===== src/rtl/uart_pkg.sv =====
// Shared types and defaults for the P03 UART receive path.
package uart_pkg;

  typedef enum logic [2:0] {
    IDLE,
    START,
    DATA,
    PARITY,
    STOP,
    WAIT_HIGH
  } uart_rx_state_e;

  localparam int UART_CLK_FREQ   = 50_000_000;
  localparam int UART_BAUD       = 115200;
  localparam int UART_DATA_WIDTH = 8;

  // Number of system clocks per bit on the line (integer division).
  function automatic int bit_cycles(input int clk_freq, input int baud);
    return clk_freq / baud;
  endfunction

endpackage


===== src/rtl/uart_rx_sync.sv =====
// Two-flop synchronizer for the asynchronous serial line. Both flops reset
// to 1 so the idle-high line never looks like a start bit out of reset.
module uart_rx_sync (
  input  logic clk,
  input  logic rst,
  input  logic rx,
  output logic rx_s
);

  logic meta;

  // Shift the raw line through two flops to settle metastability.
  always_ff @(posedge clk or negedge rst) begin
    if (!rst) begin
      meta <= 1'b1;
      rx_s <= 1'b1;
    end else begin
      meta <= rx;
      rx_s <= meta;
    end
  end

endmodule


===== src/rtl/uart_rx.sv =====
// Oversampling UART receiver: deframes start, data, optional parity and stop
// bits from the synchronized line and pulses rx_interrupt once per frame.
module uart_rx
  import uart_pkg::*;
#(
  parameter int CLK_FREQ   = UART_CLK_FREQ,
  parameter int BAUD       = UART_BAUD,
  parameter int DATA_WIDTH = UART_DATA_WIDTH,
  parameter int PARITY_EN  = 0,
  parameter int PARITY_ODD = 0
) (
  input  logic                  clk,
  input  logic                  rst,
  input  logic                  rx,
  output logic [DATA_WIDTH-1:0] rx_data,
  output logic                  rx_interrupt,
  output logic                  parity_error,
  output logic                  frame_error,
  output logic                  busy
);

  localparam int BIT_CYCLES = bit_cycles(CLK_FREQ, BAUD);
  localparam int HALF       = BIT_CYCLES / 2;
  localparam int CNT_W      = $clog2(BIT_CYCLES);
  localparam int IDX_W      = $clog2(DATA_WIDTH);

  localparam logic [CNT_W-1:0] HALF_LAST = CNT_W'(HALF - 1);
  localparam logic [CNT_W-1:0] BIT_LAST  = CNT_W'(BIT_CYCLES - 1);
  localparam logic [IDX_W-1:0] IDX_LAST  = IDX_W'(DATA_WIDTH - 1);

  logic                  rx_s;
  uart_rx_state_e        state;
  uart_rx_state_e        state_next;
  logic [CNT_W-1:0]      cnt;
  logic [IDX_W-1:0]      bit_idx;
  logic [DATA_WIDTH-1:0] shift_reg;
  logic                  parity_bad;
  logic                  cnt_clear;
  logic                  shift_en;
  logic                  parity_take;
  logic                  stop_take;

  uart_rx_sync u_sync (
    .clk  (clk),
    .rst  (rst),
    .rx   (rx),
    .rx_s (rx_s)
  );

  // State register; a mid-frame reset simply drops back to IDLE.
  always_ff @(posedge clk or negedge rst) begin
    if (!rst) state <= IDLE;
    else      state <= state_next;
  end

  // Next-state logic and per-cycle sample strobes.
  always_comb begin
    state_next  = state;
    cnt_clear   = 1'b0;
    shift_en    = 1'b0;
    parity_take = 1'b0;
    stop_take   = 1'b0;
    unique case (state)
      IDLE: begin
        if (!rx_s) begin
          state_next = START;
          cnt_clear  = 1'b1;
        end
      end
      START: begin
        if (cnt == HALF_LAST) begin
          cnt_clear  = 1'b1;
          state_next = rx_s ? IDLE : DATA;
        end
      end
      DATA: begin
        if (cnt == BIT_LAST) begin
          cnt_clear = 1'b1;
          shift_en  = 1'b1;
          if (bit_idx == IDX_LAST) state_next = (PARITY_EN != 0) ? PARITY : STOP;
        end
      end
      PARITY: begin
        if (cnt == BIT_LAST) begin
          cnt_clear   = 1'b1;
          parity_take = 1'b1;
          state_next  = STOP;
        end
      end
      STOP: begin
        if (cnt == BIT_LAST) begin
          cnt_clear  = 1'b1;
          stop_take  = 1'b1;
          state_next = rx_s ? IDLE : WAIT_HIGH;
        end
      end
      WAIT_HIGH: begin
        if (rx_s) state_next = IDLE;
      end
      default: state_next = IDLE;
    endcase
  end

  // Bit-period counter, parked at zero whenever no frame timing is needed.
  always_ff @(posedge clk or negedge rst) begin
    if (!rst)                                            cnt <= '0;
    else if (cnt_clear || state == IDLE || state == WAIT_HIGH) cnt <= '0;
    else                                                 cnt <= cnt + 1'b1;
  end

  // Shift register, bit index and parity check for the frame in progress.
  always_ff @(posedge clk or negedge rst) begin
    if (!rst) begin
      shift_reg  <= '0;
      bit_idx    <= '0;
      parity_bad <= 1'b0;
    end else begin
      if (state == START) begin
        bit_idx    <= '0;
        parity_bad <= 1'b0;
      end
      if (shift_en) begin
        shift_reg <= {rx_s, shift_reg[DATA_WIDTH-1:1]};
        bit_idx   <= bit_idx + 1'b1;
      end
      if (parity_take) parity_bad <= ((^shift_reg) ^ rx_s) != 1'(PARITY_ODD);
    end
  end

  // Registered outputs, updated only when a stop bit is sampled.
  always_ff @(posedge clk or negedge rst) begin
    if (!rst) begin
      rx_data      <= '0;
      rx_interrupt <= 1'b0;
      parity_error <= 1'b0;
      frame_error  <= 1'b0;
    end else begin
      rx_interrupt <= stop_take;
      if (stop_take) begin
        rx_data      <= shift_reg;
        parity_error <= parity_bad;
        frame_error  <= ~rx_s;
      end
    end
  end

  assign busy = (state != IDLE);

endmodule


===== config.mk =====
export PLATFORM = sky130hd
export DESIGN_NAME = uart_rx
export DESIGN_NICKNAME = d
export VERILOG_FILES = /design/src/rtl/uart_pkg.sv /design/src/rtl/uart_rx_sync.sv /design/src/rtl/uart_rx.sv
export SDC_FILE = /design/constraint.sdc
export NUM_CORES = 1
export LEC_CHECK = 0
export CORE_MARGIN = 10
export CORE_UTILIZATION = 53
export CTS_BUF_LIST = sky130_fd_sc_hd__clkbuf_4
export DETAILED_ROUTE_END_ITERATION = 12
export PLACE_DENSITY = 0.74
export SYNTH_ARGS = -nofsm -noshare
export SYNTH_HDL_FRONTEND = slang
export SYNTH_SLANG_ARGS = --single-unit

===== constraint.sdc =====
create_clock -name clk -period 2.9 [get_ports clk]
set_input_delay 0.87 -clock clk [delete_from_list [all_inputs] [get_ports clk]]
set_output_delay 0.87 -clock clk [all_outputs]
set_load 0.01 [all_outputs]

==> results of run 1 <==
## final timing paths
| kind | end | from | cells past startpoint |
|---|---|---|---|
| worst max-delay path | busy | state[1] | 2 |
| min in group asynchronous | shift_reg[1] | rst | 2 |
| worst min register to register | u_sync.rx_s | u_sync.meta | 0 |
| worst max register to register | state[0] | cnt[1] | 6 |
| worst min-delay path | u_sync.rx_s | u_sync.meta | 0 |
| max in group asynchronous | u_sync.rx_s | rst | 2 |
## power breakdown
| part | internal [mW] | switching [mW] |
|---|---|---|
| logic | 0.00496 | 0.0101 |
| clock network | 0.0974 | 0.155 |
| registers | 0.518 | 0.00149 |
| total | 0.621 | 0.166 |
## metal layers
metal / wire (µm) / vias up / global-route usage
met3: 155 / 6 / 0.0467
met5: 0 / - / 0
met1: 1270 / 555 / 0.114
met2: 1440 / 26 / 0.178
li1: - / 537 / -
met4: 39 / 0 / 0.0323
## logic make-up after synthesis
logic type                 after synthesis  share of synthesized area
AOI/OAI and AO/OA                       16                     0.0636
xor gates and xnor gates                12                     0.0741
buffers and inverters                   13                     0.0419
and+or+nand+nor                         43                      0.146
DFF                                     37                      0.519
muxes                                   18                      0.121
adders and majority gates                5                     0.0349
## Yosys cell counts, types with 2 or more instances
| master | instances |
|---|---|
| dfstp_2 | 2 |
| o21ai_0 | 5 |
| mux2_4 | 4 |
| nand4b_1 | 2 |
| xnor3_1 | 2 |
| nand2_1 | 5 |
| mux2_2 | 13 |
| xnor2_1 | 3 |
| or3_1 | 3 |
| nor2_1 | 13 |
| buf_6 | 3 |
| nand4_1 | 2 |
| nand3_1 | 7 |
| inv_1 | 8 |
| ha_1 | 5 |
| xor2_1 | 7 |
| nand2b_1 | 2 |
| dfrtp_1 | 35 |
## layout by cell type (no fill, tap or decap), types with 3 or more instances in the layout
| cell | instances |
|---|---|
| xor2_1 | 7 |
| clkdlybuf4s50_1 | 14 |
| mux2_4 | 4 |
| nor2_1 | 13 |
| xnor2_1 | 3 |
| mux2_2 | 13 |
| dfrtp_1 | 35 |
| inv_1 | 8 |
| or3_1 | 3 |
| clkbuf_4 | 6 |
| nand3_1 | 7 |
| nand2_1 | 5 |
| ha_1 | 5 |
| o21ai_0 | 5 |
## final cells by class
cell class	instances	area, µm²	area share
sequential	37	928	0.464
tap	46	57.6	0.0288
multi-input combinational	94	787	0.394
inverter	8	30.0	0.0150
clock buffer	6	45.0	0.0225
clock inverter	1	3.75	0.00188
timing repair buffer	15	148	0.0738
==> results by group, run 1 <==
Synthesis
  – Mapped Area: 1790 µm²
  – Asr flop ratio synth: 1.00
  – YS warnings: 0
  – Ys flop type: dfrtp_1
  – Synth area leaders: dfrtp_1 (49%), mux2_2 (8.2%), ha_1 (3.5%)
  – Synth Net Count: 152
  – Post-synth top area cell: dfrtp_1
  – Synth unique cells: 41
  – Avg Synthesized Cell Area: 12.4 µm²
  – Post-Syn Instances: 144
  – Post-synth top area share: 0.489
  – Seq/Total Area, Yosys: 0.519
  – Seq cells post-synth: 37
  – Number of flops mapped to enable cells by yosys: 0

STA
  – Endpoints failing setup: 0
  – Worst slew pin tran: 0.638 ns
  – Minimum clock period: 2.55 ns
  – Max_slew headroom: 0.572
  – Final WS setup: 0.349 ns
  – Minimum hold slack: 0.363 ns
  – Final Hold Viols: 0
  – Fmax: 392 MHz
  – Unrepaired setup endpoints after global routing: no
  – Final max-slew violation count: 0
  – Final period utilization: 0.880
  – TNS Setup: 0 ns
  – Final Skew: 0.0103 ns

Die
  – Core area: 3310 µm²
  – Die Span Y: 78.1 µm
  – Rows: 21
  – Starting density of the core: 0.541
  – Die X: 78.1 µm
  – Die area: 6100 µm²
  – I/O pin total: 15

Global route
  – All-layer global routing usage: 0.104
  – Vias in the first global route: 1,119
  – Grt total ovfl: 0
  – Largest net degree at the start of global routing: 38
  – First-pass GRT wire length: 5.23 mm
  – Initial antenna violation count: 0

Cells and area
  – Layout cells sized above 1: 0.180
  – Area Growth Syn to Fin: 11.7%
  – Max reg flops: 9
  – Post-layout nets: 169
  – Fin area: 2000 µm²
  – Layout fillers: 292
  – Diode count: 0
  – Post-layout util: 0.604
  – Final Instance Count excl. Fillers: 207

Detailed routing
  – Avg WL per Cell: 14.0 µm
  – DRC: 0
  – Violation count after the first detailed-route iteration: 56
  – DRT Pass-1 Iters: 4
  – Via count: 1,124
  – Drt via density: 5.43
  – Final WL: 2.90 mm
  – DRT antenna net count: 0

Power
  – Peak supply drop: 0.000263 V
  – Static Leakage: 0.943 nW
  – Total Power: 787 µW
  – Cell Pwr Density: 393 nW/µm²

Clock network
  – Sink Count: 37
  – Clk root buf: clkbuf_4
  – Post-CTS setup buffer count: 0
  – Post-cts sizing count: 0
  – CTS H-Tree Depth: 2
  – Clock slew at the register clock pins of the worst setup and hold paths: 0.09 ns
  – CTS tree: yes
  – Hold buffer count at CTS: 0
  – CTS Buffer Depth: 2
  – Clk Latency, worst-skew pair: 0.33 ns
  – CTS buffer count: 5

Worst setup path
  – Critical Path End Type: primary output
  – Slowest CP cell: dfrtp_1
  – Worst EP arrival: 1.68 ns
  – R2r setup slk: 0.87 ns
  – CP peak stage delay: 0.50 ns
  – Worst Path Class, Setup: reg -> out
  – CP Max Fanout: 12
  – Critical path launch point type: register
  – Worst path top cell family by delay: flip-flops
  – CP cell instances: or3_1 -> clkdlybuf4s50_1
  – WP buf/inv: 1
  – Critical Path RT: 2.03 ns

Place
  – Buffers on Ports: 14
  – Hpwl dp: 2.10 mm
  – DP Cell Count: 200
  – Placed Area: 1950 µm²
  – GPL Wtd Cong: 0.846
  – Place WS: 0.705 ns

Flow run
  – Max_cap viols: 0

Min path
  – HP Class: reg -> reg

Status
  – Status: finished clean
No activity file was read; power rests on OpenSTA's default activity.
==> run 2, diff against run 1 <==
Settings changed: CTS_BUF_LIST sky130_fd_sc_hd__clkbuf_4 to sky130_fd_sc_hd__clkbuf_4 sky130_fd_sc_hd__clkbuf_8.
==> run 2 against run 1 <==
  * Global-route usage increased by 0.071 points
  * Critical endpoint unchanged
  * Design area up 0.50%
  * Hold slack better by 0.00088 ns
  * Final cell count is the same
  * Total power grew 3.8%
  * Combinational power about the same
  * Critical path depth stayed put
  * Fmax shrank 0.32%
  * Sequential cell count unchanged
  * Core utilization rose by 0.30 points
==> results by group, run 2 (synthesis gave the netlist of run 1 again) <==
Cells and area
  – Post-layout util: 0.607
  – Layout cells sized above 1: 0.186
  – Max reg flops: 9
  – Fin area: 2010 µm²
  – Commonest non-fill, non-tap cells in the layout: dfrtp_1 (35), clkdlybuf4s50_1 (14), nor2_1 (13), mux2_2 (13), inv_1 (8)
  – Area Growth Syn to Fin: 12.2%
  – Commonest non-fill, non-tap cell in the layout: dfrtp_1
  – Diode count: 0
  – Post-layout nets: 169

Power
  – Static Leakage: 0.949 nW
  – Total Power: 816 µW
  – Cell Pwr Density: 406 nW/µm²
  – Peak supply drop: 0.000243 V

Die
  – Core area: 3310 µm²
  – Die area: 6100 µm²
  – Rows: 21
  – I/O pin total: 15
  – Die Span Y: 78.1 µm
  – Starting density of the core: 0.541
  – Die X: 78.1 µm

STA
  – Final Hold Viols: 0
  – Final WS setup: 0.340 ns
  – TNS Setup: 0 ns
  – Minimum clock period: 2.56 ns
  – Worst slew pin tran: 0.633 ns
  – Endpoints failing setup: 0
  – Final Skew: 0.00682 ns
  – Max_slew headroom: 0.575
  – Unrepaired setup endpoints after global routing: no
  – Final period utilization: 0.883
  – Final max-slew violation count: 0
  – Fmax: 391 MHz

Clock network
  – CTS Buffer Depth: 2
  – CTS H-Tree Depth: 2
  – CTS tree: yes
  – Clk root buf: clkbuf_4
  – CTS buffer count: 5
  – Post-CTS setup buffer count: 0
  – Sink Count: 37
  – Hold buffer count at CTS: 0
  – Post-cts sizing count: 0
  – Clk Latency, worst-skew pair: 0.33 ns
  – Clock slew at the register clock pins of the worst setup and hold paths: 0.10 ns

Global route
  – Grt total ovfl: 0
  – Initial antenna violation count: 0
  – First-pass GRT wire length: 5.24 mm
  – Largest net degree at the start of global routing: 38
  – Vias in the first global route: 1,119
  – All-layer global routing usage: 0.105

Worst setup path
  – CP cell instances: or3_1 -> clkdlybuf4s50_1
  – Critical Path RT: 2.03 ns
  – Worst Path Class, Setup: reg -> out
  – Critical Path End Type: primary output
  – Worst EP arrival: 1.69 ns
  – CP Max Fanout: 12
  – CP peak stage delay: 0.50 ns
  – Critical path launch point type: register
  – Slowest CP cell: dfrtp_1
  – Worst path top cell family by delay: flip-flops
  – WP buf/inv: 1

Detailed routing
  – Via count: 1,125
  – DRT antenna net count: 0
  – Final WL: 2.90 mm
  – Drt via density: 5.43
  – DRC: 0
  – Violation count after the first detailed-route iteration: 59
  – Avg WL per Cell: 14.0 µm
  – DRT Pass-1 Iters: 4

Flow run
  – Max_cap viols: 0

Min path
  – HP Class: reg -> reg

Status
  – Status: finished clean

Place
  – Placed Area: 1950 µm²
  – Hpwl dp: 2.10 mm
  – Buffers on Ports: 14
  – Place WS: 0.705 ns
  – GPL Wtd Cong: 0.846
==> run 2: report_power, final <==
group          internal, mW  total (mW)  switching [mW]
Combinational       0.00496      0.0151          0.0102
Sequential            0.518       0.520         0.00149
Clock                 0.124       0.281           0.158
Total                 0.647       0.816           0.169
==> run 2: path summary, 6_finish.rpt <==
check	to	cells past startpoint	startpoint	slack (ns)
setup / recovery	busy	2	state[1]	0.34
hold / removal	u_sync.rx_s	0	u_sync.meta	0.36
setup reg to reg	state[0]	6	cnt[1]	0.87
hold reg to reg	u_sync.rx_s	0	u_sync.meta	0.36
max in group asynchronous	u_sync.meta	2	rst	1.61
min in group asynchronous	shift_reg[1]	2	rst	0.95
==> run 2: stage by stage <==
step | hold slack [ns] | std cells
after floorplan | 0.345 | 144
after global placement | 0.347 | 200
after detailed placement | 0.351 | 200
after CTS | 0.367 | 207
after global routing | 0.372 | 207
final | 0.364 | 207
==> run 2: metal layers <==
metal | share of wire | vias up | global-route usage
met2 | 0.49 | 30 | 0.178
met1 | 0.44 | 552 | 0.114
li1 | - | 537 | -
met3 | 0.057 | 6 | 0.0467
met5 | 0 | - | 0
met4 | 0.014 | 0 | 0.0376
==> run 2: worst register-to-register path, cell delays in order (launching register included) <==
cell and delay, ns:
dfrtp_1 0.44, inv_1 0.10, ha_1 0.14, nand4b_1 0.23, o311ai_0 0.58, o221ai_1 0.26
mux2i_1 0.16
==> run 2: final cells by class <==
type                            instances  area, µm²
Clock buffer                            7       58.8
Fill cell                             290       1300
Tap cell                               46       57.6
Sequential cell                        37        928
Timing Repair Buffer                   15        148
Inverter                                8       30.0
Multi-Input combinational cell         94        787
